### src/rtl/reg_pw_fifo_reader.sv
`default_nettype none
// ============================================================================
// Module   : reg_pw_fifo_reader
// Purpose  : Byte-wise USB register readout of a FWFT capture FIFO through a
//            one-word holding register, with flush, sticky status and counter.
// Revision : 1.0 - initial release
// ============================================================================
module reg_pw_fifo_reader #(
   parameter int         pDATA_WIDTH  = 18,
   parameter int         pCOUNT_WIDTH = 16,
   parameter logic [5:0] pADDR_DATA   = 6'd20,
   parameter logic [5:0] pADDR_STAT   = 6'd21,
   parameter logic [5:0] pADDR_CTRL   = 6'd22,
   parameter logic [5:0] pADDR_CNT    = 6'd23
) (
   input  logic                   cwusb_clk,
   input  logic                   reset_n,
   input  logic [5:0]             reg_address,
   input  logic [15:0]            reg_bytecnt,
   input  logic                   reg_addrvalid,
   input  logic                   reg_read,
   input  logic                   reg_write,
   input  logic [7:0]             write_data,
   output logic [7:0]             read_data,
   input  logic                   arm_i,
   output logic                   arm_o,
   input  logic [pDATA_WIDTH-1:0] fifo_dout,
   input  logic                   fifo_empty,
   input  logic                   fifo_overflow,
   output logic                   fifo_rd_en,
   output logic                   flushing
);

   localparam int c_WORD_BYTES = (pDATA_WIDTH + 7) / 8;
   localparam int c_HOLD_WIDTH = c_WORD_BYTES * 8;
   localparam int c_PTR_WIDTH  = (c_WORD_BYTES > 1) ? $clog2(c_WORD_BYTES) : 1;
   localparam logic [c_PTR_WIDTH-1:0] c_PTR_LAST = c_PTR_WIDTH'(c_WORD_BYTES - 1);
   localparam int c_CNT_BYTES  = (pCOUNT_WIDTH + 7) / 8;
   localparam int c_CNT_PAD    = c_CNT_BYTES * 8;

   typedef enum logic [1:0] {
      S_FILL  = 2'd0,
      S_READY = 2'd1,
      S_FLUSH = 2'd2
   } state_t;

   state_t                  r_state;
   state_t                  w_state_nxt;
   logic [c_HOLD_WIDTH-1:0] r_hold;
   logic [c_PTR_WIDTH-1:0]  r_ptr;
   logic [pCOUNT_WIDTH-1:0] r_count;
   logic                    r_underflow;
   logic                    r_overflow;
   logic                    r_arm_d;
   logic [7:0]              r_read_data;

   logic                    w_rd_access;
   logic                    w_data_rd;
   logic                    w_hold_valid;
   logic                    w_consume;
   logic                    w_flush_req;
   logic                    w_stat_wr;
   logic                    w_cnt_wr;
   logic                    w_pop;
   logic [7:0]              w_hold_byte;
   logic [7:0]              w_count_byte;
   logic [c_CNT_PAD-1:0]    w_count_pad;
   logic                    w_unused_wdata;

   assign w_rd_access  = reg_addrvalid & reg_read;
   assign w_data_rd    = w_rd_access & (reg_address == pADDR_DATA);
   assign w_hold_valid = (r_state == S_READY);
   assign w_consume    = w_data_rd & w_hold_valid & (r_ptr == c_PTR_LAST);
   assign w_stat_wr    = reg_addrvalid & reg_write & (reg_address == pADDR_STAT);
   assign w_cnt_wr     = reg_addrvalid & reg_write & (reg_address == pADDR_CNT);
   // A request arriving while already flushing is dropped
   assign w_flush_req  = (r_state != S_FLUSH) &
                         ((arm_i & ~r_arm_d) |
                          (reg_addrvalid & reg_write & (reg_address == pADDR_CTRL) & write_data[0]));
   assign w_unused_wdata = ^{write_data[7:5], write_data[2:1]};

   always_comb begin
      w_state_nxt = r_state;
      w_pop       = 1'b0;
      case (r_state)
         S_FILL: begin
            w_pop = ~fifo_empty;
            if (!fifo_empty) w_state_nxt = S_READY;
         end
         S_READY: begin
            w_pop = w_consume & ~fifo_empty;
            if (w_consume && fifo_empty) w_state_nxt = S_FILL;
         end
         S_FLUSH: begin
            w_pop = ~fifo_empty;
            if (fifo_empty) w_state_nxt = S_FILL;
         end
         default: w_state_nxt = S_FILL;
      endcase
      if (w_flush_req) w_state_nxt = S_FLUSH;
   end

   // Gated with reset so the FIFO is never popped while the block is held in reset
   assign fifo_rd_en = w_pop & reset_n;
   assign flushing   = (r_state == S_FLUSH);
   assign arm_o      = arm_i & ~flushing & reset_n;
   assign read_data  = r_read_data;

   always_comb begin
      w_hold_byte = 8'h00;
      for (int i = 0; i < c_WORD_BYTES; i++) begin
         if (r_ptr == c_PTR_WIDTH'(i)) w_hold_byte = r_hold[i*8 +: 8];
      end
   end

   always_comb begin
      w_count_pad  = c_CNT_PAD'(r_count);
      w_count_byte = 8'h00;
      for (int i = 0; i < c_CNT_BYTES; i++) begin
         if (reg_bytecnt == 16'(i)) w_count_byte = w_count_pad[i*8 +: 8];
      end
   end

   always_ff @(posedge cwusb_clk) begin
      if (!reset_n) begin
         r_state <= S_FILL;
         r_hold  <= '0;
         r_arm_d <= 1'b0;
      end else begin
         r_state <= w_state_nxt;
         r_arm_d <= arm_i;
         if (w_pop) r_hold <= c_HOLD_WIDTH'(fifo_dout);
      end
   end

   always_ff @(posedge cwusb_clk) begin
      if (!reset_n) begin
         r_ptr <= '0;
      end else if (w_flush_req || !reg_addrvalid) begin
         r_ptr <= '0;
      end else if (w_data_rd && w_hold_valid) begin
         r_ptr <= (r_ptr == c_PTR_LAST) ? '0 : r_ptr + c_PTR_WIDTH'(1);
      end
   end

   always_ff @(posedge cwusb_clk) begin
      if (!reset_n) begin
         r_read_data <= 8'h00;
      end else begin
         r_read_data <= 8'h00;
         if (w_rd_access) begin
            case (reg_address)
               pADDR_DATA: r_read_data <= w_hold_valid ? w_hold_byte : 8'h00;
               pADDR_STAT: r_read_data <= {3'b000, r_overflow, r_underflow,
                                           flushing, fifo_empty, w_hold_valid};
               pADDR_CNT:  r_read_data <= w_count_byte;
               default:    r_read_data <= 8'h00;
            endcase
         end
      end
   end

   // Set has priority over a clear arriving in the same cycle
   always_ff @(posedge cwusb_clk) begin
      if (!reset_n) begin
         r_underflow <= 1'b0;
         r_overflow  <= 1'b0;
      end else begin
         if (w_data_rd && r_state == S_FILL) r_underflow <= 1'b1;
         else if (w_stat_wr && write_data[3]) r_underflow <= 1'b0;
         if (fifo_overflow) r_overflow <= 1'b1;
         else if (w_stat_wr && write_data[4]) r_overflow <= 1'b0;
      end
   end

   always_ff @(posedge cwusb_clk) begin
      if (!reset_n) begin
         r_count <= '0;
      end else if (w_cnt_wr) begin
         r_count <= '0;
      end else if (w_consume && (r_count != '1)) begin
         r_count <= r_count + pCOUNT_WIDTH'(1);
      end
   end

endmodule
`default_nettype wire

### config.mk
export PLATFORM = sky130hd
export DESIGN_NAME = reg_pw_fifo_reader
export DESIGN_NICKNAME = d
export VERILOG_FILES = /design/src/rtl/reg_pw_fifo_reader.sv
export SDC_FILE = /design/constraint.sdc
export NUM_CORES = 1
export LEC_CHECK = 0
export ABC_AREA = 1
export ABC_CLOCK_PERIOD_IN_PS = 1750
export BUFFER_PORTS_ARGS = -buffer_cell sky130_fd_sc_hd__buf_2
export CAP_MARGIN = 20
export CORE_UTILIZATION = 54
export DETAILED_ROUTE_END_ITERATION = 10
export MAX_ROUTING_LAYER = met4
export PLACE_DENSITY = 0.82
export SLEW_MARGIN = 20
export SYNTH_ARGS = -nofsm -noshare
export SYNTH_HDL_FRONTEND = slang
export SYNTH_SLANG_ARGS = --single-unit
### constraint.sdc
create_clock -name cwusb_clk -period 1.75 [get_ports cwusb_clk]
set_clock_uncertainty 0.1 [all_clocks]
set_input_delay 0.0875 -clock cwusb_clk [delete_from_list [all_inputs] [get_ports cwusb_clk]]
set_output_delay 0.0875 -clock cwusb_clk [all_outputs]
set_load 0.02 [all_outputs]
### Word level (Yosys, flattened, before mapping)

Cells that the tools add are included.

| cells by class | value |
|---|---|
| $add $sub $neg | 2 |
| equality and inequality tests | 17 |
| mux-type cells | 18 |
| bitwise logic cells | 20 |
| reduce and logical (&&, ||, !) cells | 20 |

Operators by type and width:

| operator | count |
|---|---|
| $mux W8 | 6 |
| $eq A6 B5 Y1 const B | 4 |
| $pmux W8 S3 | 1 |
| $add A16 B1 Y16 const B | 1 |
| $eq A16 B1 Y1 const B | 1 |
| $logic_not A16 Y1 | 1 |
| $ne A16 B16 Y1 const B | 1 |
| $and A1 B1 Y1 | 15 |
| $mux W2 | 5 |
| $reduce_or A2 Y1 | 4 |
| $logic_and A1 B1 Y1 | 6 |
| $ne A2 B2 Y1 const B | 3 |
| $pmux W2 S3 | 1 |
| $reduce_and A3 Y1 | 2 |
| $eq A2 B1 Y1 const B | 2 |
| $eq A2 B2 Y1 const B | 2 |
| $logic_not A2 Y1 | 2 |
| $mux W1 | 4 |
| $not A1 Y1 | 4 |
| $reduce_bool A2 Y1 | 2 |
| $ne A3 B1 Y1 const B | 1 |
| $ne A3 B2 Y1 const B | 1 |
| $ne A3 B3 Y1 const B | 1 |
| $add A2 B1 Y2 const B | 1 |
| other kinds (6) | 6 |

| storage, ports and cells | value |
|---|---|
| register bits after elaboration | 49 |
| input port bits | 56 |
| output and inout port bits | 11 |

### Depth between registers and ports, before layout

Gate-level depths: netlist of run 1.

| logic depth | value |
|---|---|
| word-level depth | 8 |
| gate-level depth with buffers | 11 |
| gate-level depth less buffers | 10 |

### Least setup slack after synthesis of run 1

Ideal clock, no wire load.

| timing | value |
|---|---|
| kind | reg2reg |
| from | register r_count[0] |
| to | register r_count[11] |
| setup time | 70 ps |
| arrival time | 1440 ps |
| data required time | 1580 ps |
| slack | 141 ps |
| stages on the path, launching flop included | 12 |
| cells stage by stage | dfxtp_1 > ha_1 > nand3_1 > inv_1 > nand2_1 > inv_1 > nand2_1 > inv_1 > nor2_4 > buf_6 > nand2_1 > a21oi_1 |

| between the ends | value |
|---|---|
| cells in the longest elaborated chain, start to end | 2 |
| elaborated cells on any way between the ends | 3 |

Ends and longest elaborated chain:

| element | line | RTL |
|---|---|---|
| start, declared | 51 | `logic [pCOUNT_WIDTH-1:0] r_count;` |
| start signal, assigned | 182 | `r_count <= r_count + pCOUNT_WIDTH'(1);` |
| branches (longest 2 deep; another with $add A16 B1 Y16) | n/a |  |

Several ways; the timed one is not identified.
A chain may end at the register's enable or synchronous reset.

### Worst setup path in the final report of run 1

| timing | value |
|---|---|
| from | register r_state[1] |
| to | output fifo_rd_en |

| between the ends | value |
|---|---|
| cells in the longest elaborated chain, start to end | 6 |
| elaborated cells on any way between the ends | 9 |

Ends and longest elaborated chain:

| element | line | RTL |
|---|---|---|
| start, declared | 47 | `state_t r_state;` |
| start signal, assigned | 130 | `r_state <= w_state_nxt;` |
| $eq A2 B1 Y1 | 72, 85 |  |
| $and A1 B1 Y1 (2 in a row) | 73 | `assign w_consume = w_data_rd & w_hold_valid & (r_ptr == c_PTR_LAST);` |
| $and A1 B1 Y1 | 91 | `w_pop = w_consume & ~fifo_empty;` |
| $pmux W1 S2 (*) | 85 | `case (r_state)` |
| $and A1 B1 Y1 (*) | 104 | `assign fifo_rd_en = w_pop & reset_n;` |
| end, declared | 30 | `output logic fifo_rd_en,` |

Mark *: on every way between the ends. The rest lies on a longest branch, timed or not.

==> results of run 1 <==
## tightest hold or removal path, cell delays in order
cell,delay (ns)
sky130_fd_sc_hd__buf_2,0.11
sky130_fd_sc_hd__nand3_1,0.11
sky130_fd_sc_hd__a21oi_1,0.05
## final cells by class
type                    count  area (sq um)  area share (%)
multi-input cells         335          1610            43.7
flip-flops and latches     49           982            26.6
repair buffers            100           678            18.3
inverters                  66           248            6.70
well taps                  70          87.6            2.37
clock buffers               6          72.6            1.96
clock inverters             2          15.0           0.406
## through the flow
stage / TNS [ns] / utilization (%)
2_1_floorplan: 0 / -
3_3_place_gp: 0 / 65.3
3_5_place_dp: 0 / 65.3
4_1_cts: 0 / 71.5
5_1_grt: -0.0511 / 72.4
6_report: 0 / 72.4
## worst max path at each step
stage | slack, ns | startpoint | to
after CTS | 0.03 | r_state[1]$_SDFFE_PN0P_ | fifo_rd_en
final | 0.1 | r_state[1]$_SDFFE_PN0P_ | fifo_rd_en
after detailed placement | 0.0007 | r_count[1]$_SDFFE_PP0P_ | r_count[14]$_SDFFE_PP0P_
after global routing | -0.02 | r_count[1]$_SDFFE_PP0P_ | r_count[7]$_SDFFE_PP0P_
after floorplan | 0.14 | r_count[0]$_SDFFE_PP0P_ | r_count[11]$_SDFFE_PP0P_
after global placement | 0.05 | r_count[1]$_SDFFE_PP0P_ | r_count[2]$_SDFFE_PP0P_
## sequential cells by signal (all words and copies together), names as in the netlist
register	cells
r_arm_d	1
r_count	16
r_hold	18
r_overflow	1
r_ptr	2
r_state	2
r_underflow	1
read_data	8
## synthesized netlist by cell type
master                       n
sky130_fd_sc_hd__xor2_1      6
sky130_fd_sc_hd__nand2_1   130
sky130_fd_sc_hd__buf_2       5
sky130_fd_sc_hd__nor2_4      3
sky130_fd_sc_hd__o21ai_2     1
sky130_fd_sc_hd__a32oi_1     1
sky130_fd_sc_hd__nand3_1    49
sky130_fd_sc_hd__nand4_1     5
sky130_fd_sc_hd__nand3_2     4
sky130_fd_sc_hd__dfxtp_1    49
sky130_fd_sc_hd__nor2_2      1
sky130_fd_sc_hd__and2_1      1
sky130_fd_sc_hd__inv_1      65
sky130_fd_sc_hd__nor2_1     63
sky130_fd_sc_hd__buf_6       2
sky130_fd_sc_hd__clkbuf_1    5
sky130_fd_sc_hd__a21oi_1    49
sky130_fd_sc_hd__xnor2_1     2
sky130_fd_sc_hd__nor3_2      2
sky130_fd_sc_hd__ha_1        1
sky130_fd_sc_hd__nor3_1      2
sky130_fd_sc_hd__nand4_4     1
sky130_fd_sc_hd__o211ai_1    2
sky130_fd_sc_hd__o22ai_1     6
sky130_fd_sc_hd__inv_2       1
sky130_fd_sc_hd__o21ai_0     3
sky130_fd_sc_hd__a22oi_1     3
## cell families (layout without fill, tap and decap cells)
kind of cell / count (synthesis) / in the layout
fa+ha+maj: 1 / 1
buf+inv: 78 / 174
simple gates: 261 / 261
xor+xnor: 8 / 8
compound gates: 65 / 65
flops: 49 / 49
## timing repair
action,in CTS,in global routing
hold buffers,22,0
pin swaps,0,1
setup endpoints to repair,3,16
resized for setup,2,9
setup buffers,0,2
endpoints found under the hold margin,22,0
## where the power goes
group	switching [mW]	total, mW	internal, mW	leakage (nW)
registers	0.0161	1.17	1.16	0.401
logic	0.176	0.320	0.144	1.25
clock network	0.392	0.675	0.282	0.0374
## per-layer routing
| layer | track usage (%) | share of wire [%] | up-vias | wire, um |
|---|---|---|---|---|
| li1 | - | - | 1653 | - |
| met1 | 33.9 | 44 | 1500 | 3360 |
| met2 | 46.3 | 49 | 124 | 3720 |
| met3 | 4.28 | 6.0 | 14 | 458 |
| met4 | 7.76 | 1.6 | 0 | 124 |
| met5 | - | 0 | - | 0 |
==> flow_results.org, run 1 <==
** Worst setup path
- Required time of the critical path :: 1.56 ns
- Of all nets on the critical path, the largest fanout is 6.
- Largest stage delay, worst path :: 0.33 ns
- STA classifies the critical path startpoint as a flip-flop.
- The slowest stage of the critical path is the sky130_fd_sc_hd__dfxtp_1 cell.
- Flop-to-flop setup slack :: 0.1 ns
- The worst setup path is of the reg2out kind.
- Ordered list of cells on the worst path :: inv_1 -> nand2_2 -> inv_2 -> nand4_4 -> a21oi_1 -> buf_2
- The cell family contributing the most delay on the critical path is buffers and inverters.
- Data arrival time of the critical path :: 1.47 ns
- The worst register-to-register path ends at r_count[14]$_SDFFE_PP0P_.
- Crit path depth :: 6
- Cell depth of the worst flop-to-flop path :: 11
- The number of buffers and inverters on the critical path is 3.
- The worst setup path is captured at an output port.
- Reg-to-Reg Start :: r_count[1]$_SDFFE_PP0P_

** Synthesis
- The synthesized design contains 49 register bits.
- After synthesis, the largest family of logic cells by area is simple AND/OR/NAND/NOR gates.
- In this run the biggest area consumer among cell types represents 34.2% of the synthesized area.
- The cell area that synthesis handed to floorplanning was 2870 sq um.
- Summing the areas of all xor and xnor instances in the mapped netlist gives 2.44% of the synthesized area.
- The biggest area contributor in the post-synthesis netlist is sky130_fd_sc_hd__dfxtp_1.
- Summing the areas of all compound-gate instances in the mapped netlist gives 12.3% of the synthesized area.
- Of the total synthesized cell area, the portion taken by full adders, half adders and majority gates is 0.436%.
- During synthesis, Yosys emitted a total of 0 warnings.
- By area the synthesized netlist is led by sky130_fd_sc_hd__dfxtp_1 34%, sky130_fd_sc_hd__nand2_1 17%, sky130_fd_sc_hd__a21oi_1 8.5%.
- Part of the Yosys area used for sequential elements :: 34.2%
- Fraction of synthesized area in multiplexers :: 0%
- After synthesis, the netlist uses 27 different library cells.
- When the netlist entered floorplanning its net count stood at 519.
- Post-synthesis share of cell area spent on and, or, nand and nor gates :: 39.7%
- Synthesis produced a netlist whose cell count is 462.
- Synthesized area per cell :: 6.21 sq um

** Timing
- Post-route worst setup slack :: 0.0974 ns
- Worst slew margin relative to its limit :: 71.6%
- Highest clock frequency the design can meet :: 0.605 GHz
- Worst hold margin :: 0.00483 ns
- Part of the cycle the worst path needs :: 94.4%
- Final critical-path required period :: 1.65 ns
- Final number of max-transition violations :: 0
- RSZ-0062 raised after global routing :: yes
- Setup violations remaining at the end of the flow were counted as 0.
- At the pin with the least slew margin, the transition time is 0.425 ns.
- The final-report hold violation count came to 0.

** Cells and area
- Of the cells placed in the final design, the portion with a size suffix greater than 1 is 19.2%.
- Most common cell after layout, fill and taps aside :: sky130_fd_sc_hd__nand2_1
- The final layout contains 614 nets.
- After routing the design area is 3700 sq um.
- Relative to the synthesized area, the layout overhead comes to 28.9%.
- 0 antenna diodes ended up in the layout.
- After the flow finishes, the layout carries non-filler instances totaling 628.
- Filler cell count in the final layout :: 446
- Most used cells in the layout excluding fill and tap cells :: 128 x sky130_fd_sc_hd__nand2_1, 64 x sky130_fd_sc_hd__inv_1, 63 x sky130_fd_sc_hd__nor2_1

** Placed design
- Instance count after placement with tap cells included :: 596
- Timing analysis after detailed placement gives a worst setup slack of 0.000658 ns.
- Input and output buffers added on the ports amount to 61.
- Placement Cell Area :: 3330 sq um
- At the end of routability-driven placement, the weighted congestion stood at 0.858.
- Once detailed placement completed, the half-perimeter wirelength came to 5.28 mm.

** Floorplan
- The initialized floorplan defines 26 standard-cell rows.
- For this design the top-level I/O count stands at 67.
- The floorplan step defined a die boundary enclosing 5610 sq um.
- The floorplan step set the die width to 74.9 um.
- Initial core utilization :: 56.2%
- The die is 74.9 um tall.
- Placeable core area :: 5110 sq um

** Global route
- Pin count of the biggest net entering global routing :: 38
- Number of global-route vias before repair :: 2,807
- Combined global-route utilization of all metal layers :: 27.4%
- The total overflow left after global routing is 0.
- First-pass GRT wire length :: 11.6 mm
- The initial antenna violation count came to 0.

** Clocking
- CTS root buffer :: sky130_fd_sc_hd__clkbuf_8
- Clock-pin slew was measured on the worst setup and hold paths at 0.10 ns.
- Source-to-sink clock delay at the later pin of the worst-skew pair :: 0.31 ns
- In this run the number of H-tree levels came out at 2.
- The clock passes through at most 2 buffers.
- Counting the buffers created by CTS gives 5.
- CTS Sinks :: 49
- TritonCTS built the clock tree.

** Route
- Drt wl/cell :: 12.2 um
- Routed WL :: 7.66 mm
- In this run the remaining antenna-violating nets after routing total 0.
- Detail-routed via count per cell :: 5.24
- Post-route DRC violation count :: 0
- DRC violation total after the first TritonRoute iteration :: 228
- Total via count after detailed routing :: 3,291
- Number of detailed-route iterations in the first pass :: 5

** Job
- The tool flagged a number of max-cap violations equal to 0.

** Power
- IR Drop Worst-Case VDD :: 368 uV
- The analysis attributes to cell leakage a power of 1.69 nW.
- Power spread over the standard cell area amounts to 586 nW/um^2.
- Total power consumption of the routed design :: 2.17 mW

** Worst hold path
- Origin of the worst min-delay path :: reg_addrvalid
- The worst hold path terminates at r_ptr[1]$_SDFFE_PP0N_.
- Worst hold path cell count :: 3
- The worst hold path belongs to the class in2reg.

** Outcome
- The flow ran to the end, and the final reports show no timing, DRC or antenna violations.
Note: power is estimated with default switching activity, not from simulation.
==> inputs of run 2 (changes only) <==
--- a/config.mk
+++ b/config.mk
@@ -9,7 +9,10 @@
 export ABC_CLOCK_PERIOD_IN_PS = 1750
 export BUFFER_PORTS_ARGS = -buffer_cell sky130_fd_sc_hd__buf_2
 export CAP_MARGIN = 20
-export CORE_UTILIZATION = 54
+export CELL_PAD_IN_SITES_DETAIL_PLACEMENT = 0
+export CELL_PAD_IN_SITES_GLOBAL_PLACEMENT = 1
+export CORE_MARGIN = 3
+export CORE_UTILIZATION = 37
 export DETAILED_ROUTE_END_ITERATION = 10
 export MAX_ROUTING_LAYER = met4
 export PLACE_DENSITY = 0.82
==> run 2 against run 1 <==
Against the previous run: global-route usage down 8.7 points; critical path depth up 1; worst hold slack better by 0.021 ns; non-clock buffer count up 12; utilization down 20 points; sequential cell count unchanged; maximum frequency up 1.6%; setup slack better by 0.025 ns; largest cell class unchanged; largest power group unchanged.
==> flow_results.org, run 2 (same netlist as run 1, synthesis figures left out) <==
** Global route
- Combined global-route utilization of all metal layers :: 18.7% (-8.7 points)
- The overall overflow remaining after global route is 0 (unchanged).
- Pin count of the biggest net entering global routing :: 38 (unchanged)
- First-pass GRT wire length :: 13.1 mm (+13%)
- The initial antenna violation count is 0 (unchanged).
- Number of global-route vias before repair :: 2,946 (+5.0%)

** Cells and area
- Sequential Area :: 982 sq um (unchanged)
- Syn-to-layout area delta :: 33.4%
- Filler cell count in the final layout :: 777 (+74%)
- Number of flip-flops under the largest register name :: 18 (unchanged)
- Post-route insts no fill :: 669 (+6.5%)
- Post-route cell area :: 3830 sq um (+3.6%)
- Most common cell after layout, fill and taps aside :: sky130_fd_sc_hd__nand2_1
- Antenna diodes :: 0 (unchanged)
- Counting flops per register, the top entry is r_hold.
- Most used cells in the layout excluding fill and tap cells :: 128 x sky130_fd_sc_hd__nand2_1, 64 x sky130_fd_sc_hd__inv_1, 63 x sky130_fd_sc_hd__nor2_1
- Net total in the final layout :: 626 (+2.0%)
- The multi-input logic area was 1600 sq um (-0.93%).
- Fraction of layout instances using a drive strength above 1 :: 20.0% (+0.82 points)

** Floorplan
- Site Rows :: 31 (+19%)
- The die outline width came to 94.1 um (+26%).
- Chip height :: 94.1 um (+26%)
- The die outline area was 8850 sq um (+58%).
- Initial core utilization :: 38.9% (-17 points)
- Placeable core area :: 7370 sq um (+44%)
- The count of pins on the block boundary was 67 (unchanged).

** Clocking
- Source-to-sink clock delay at the later pin of the worst-skew pair :: 0.31 ns (about the same)
- The root buffer cell chosen for the clock tree is sky130_fd_sc_hd__clkbuf_8.
- The total CTS buffers is 5 (unchanged).
- TritonCTS built the clock tree.
- Depth of the CTS H-tree :: 2 (unchanged)
- The CTS clock-pin slew for the worst setup and hold paths came to 0.10 ns (about the same).
- The buffer levels on the longest clock path was 2 (unchanged).
- The sink count of the clock tree was 49 (unchanged).

** Worst setup path
- The number of cells on the worst reg-to-reg path was 7 (-4).
- The worst endpoint required time was 1.84 ns (+0.28 ns).
- The stage delay of the slowest cell on the critical path was 0.37 ns (+0.04 ns).
- Worst Setup End Kind :: flip-flop
- The data arrival at the endpoint of the critical path was 1.72 ns (+0.25 ns).
- Sort of element at the start of the critical path :: flip-flop
- The biggest fanout along the worst timing path is 30 (+24).
- The worst register-to-register path ends at r_hold[4]$_SDFFE_PN0P_.
- Reg-to-Reg Start :: r_ptr[1]$_SDFFE_PP0N_
- Among all stages on the critical path, the largest delay is contributed by sky130_fd_sc_hd__dfxtp_1.
- The register-to-register setup slack is 0.12 ns (+0.03 ns).
- Crit path kind :: reg2reg
- The critical path goes through inv_1 -> nor2_4 -> nand4_4 -> buf_4 -> buf_12 -> a21oi_1 -> nor2_1.

** Timing
- Worst Max-Slew Pin Slew :: 0.434 ns (+0.00886 ns)
- The maximum clock frequency was 0.614 GHz (+1.6%).
- Count of final hold-check violations :: 0 (unchanged)
- Worst slew margin relative to its limit :: 71.0% (-0.59 points)
- The number of endpoints failing setup at the final stage came to 0 (unchanged).
- Worst hold margin :: 0.0254 ns (+0.0206 ns)
- The share of the clock period used by the worst path after layout was 93.0% (-1.4 points).
- Final critical-path required period :: 1.63 ns (-0.0252 ns)
- The max-slew violation total from the final report came to 0 (unchanged).

** Power
- IR Drop Worst-Case VDD :: 340 uV (-7.7%)
- Switching power total :: 0.600 mW (+2.7%)
- The static leakage came to 1.75 nW (+3.6%).
- The share of total power in combinational logic came to 15.0% (+0.2 points).
- Sw frac :: 27.3% (+0.38 points)
- The proportion of power drawn by flip-flops and latches came to 53.4% (-0.7 points).
- Internal Power :: 1.59 mW (+0.72%)
- Power density normalized to cell area :: 573 nW/um^2 (-2.2%)
- Clock share of power :: 31.6% (+0.5 points)

** Route
- Detail-routed via count per cell :: 4.74 (-9.6%)
- Uppermost metal layer occupied by signal nets :: met4
- Antenna Nets Post-Route :: 0 (unchanged)
- The met2 layer wire length in the routed design is 3.47 mm (-6.7%).
- The amount of wire on met3 after detailed routing is 544 um (+19%).
- The detailed-route wire length per cell came to 11.8 um (-3.5%).
- The overall via count from detail_route is 3,169 (-3.7%).
- Number of detailed-route iterations in the first pass :: 5 (unchanged)
- The post-route DRC violation count came to 0 (unchanged).
- The iteration-0 DRC count of the detailed router came to 153 (-33%).
- The total routed wirelength came to 7.88 mm (+2.8%).
- DRT met1 WL :: 3.77 mm (+12%)

** Job
- Max-cap viol count :: 0 (unchanged)

** Worst hold path
- In this run the most critical hold path is launched from fifo_empty.
- In this run the worst hold path is classified as in2reg.
- The worst hold path terminates at r_state[1]$_SDFFE_PN0P_.
- Worst hold path cell count :: 4 (+1)

** Placed design
- The half-perimeter wire length after detailed placement was 5.79 mm (+9.6%).
- The number of placed cells counting well taps is 630 (+5.7%).
- Placement Cell Area :: 3420 sq um (+2.6%)
- Number of port buffers :: 61 (unchanged)
- The weighted congestion at the end of routability-driven global placement is 0.854 (-0.42%).

** Outcome
- Result of the run :: complete, no violations
[run 2: cell count changes in the layout (fill, tap and decap cells not counted)]
cell                            before  now
sky130_fd_sc_hd__a21oi_1            45   47
sky130_fd_sc_hd__a21oi_2             4    2
sky130_fd_sc_hd__buf_12              2    3
sky130_fd_sc_hd__buf_4              15   23
sky130_fd_sc_hd__dlygate4sd3_1      22   25
sky130_fd_sc_hd__ha_1                0    1
sky130_fd_sc_hd__ha_4                1    0
sky130_fd_sc_hd__nand3_1            49   48
sky130_fd_sc_hd__nand3_2             3    4
[run 2: timing repair]
item	CTS	global route
buffers inserted	0	6
resized for setup	0	8
endpoints found under the hold margin	24	0
hold buffers	25	0
setup endpoints to repair	0	16
[run 2: how the worst max path moves through the flow]
stage                                        from                       end  slack [ns]  cells past startpoint
after CTS                 r_state[1]$_SDFFE_PN0P_                fifo_rd_en       0.002                      6
final                       r_ptr[1]$_SDFFE_PP0N_    r_hold[4]$_SDFFE_PN0P_        0.12                      7
after global routing      r_count[1]$_SDFFE_PP0P_   r_count[3]$_SDFFE_PP0P_      -0.007                     11
after detailed placement  r_count[1]$_SDFFE_PP0P_  r_count[13]$_SDFFE_PP0P_        0.05                      9
after global placement    r_count[1]$_SDFFE_PP0P_   r_count[1]$_SDFFE_PP0P_        0.09                      9
after floorplan           r_count[0]$_SDFFE_PP0P_  r_count[11]$_SDFFE_PP0P_        0.14                     11
[run 2: power by group through the flow]
stage	clock (mW)	sequential [mW]	combinational, mW
global placement	0	1.20	0.281
global route	0.746	1.17	0.374
detailed placement	0	1.20	0.283
CTS	0.713	1.17	0.327
finish	0.694	1.17	0.329
floorplan	0	1.19	0.172
[run 2: critical path, delay by kind of cell (launching register included)]
kind,cells,cell delay (ns)
AO/OA/AOI/OAI,1,0.19
buffers and inverters,3,0.44
flip-flops,1,0.37
AND/OR/NAND/NOR,3,0.41
[run 2: through the flow]
| stage | power, mW | setup TNS (ns) | worst slack, ns | util (%) |
|---|---|---|---|---|
| after global routing | 2.29 | -0.00667 | -0.00667 | 52.0 |
| after CTS | 2.21 | 0 | 0.00233 | 51.0 |
| after floorplan | 1.36 | 0 | 0.141 | - |
| final | 2.19 | 0 | 0.123 | 52.0 |
| after global placement | 1.48 | 0 | 0.0854 | 46.4 |
| after detailed placement | 1.48 | 0 | 0.0542 | 46.4 |
[run 2: layer usage]
metal / GRT usage, % / up-vias
met1: 24.9 / 1393
met5: - / -
met4: 4.69 / 0
met3: 2.72 / 9
met2: 30.0 / 91
li1: - / 1676
[run 2: final cells by class]
cell class / count / area share [%]
clock buffer: 6 / 1.90
multi-input combinational: 335 / 41.8
timing repair buffer: 112 / 20.6
tap: 99 / 3.24
sequential: 49 / 25.7
clock inverter: 2 / 0.392
inverter: 66 / 6.47
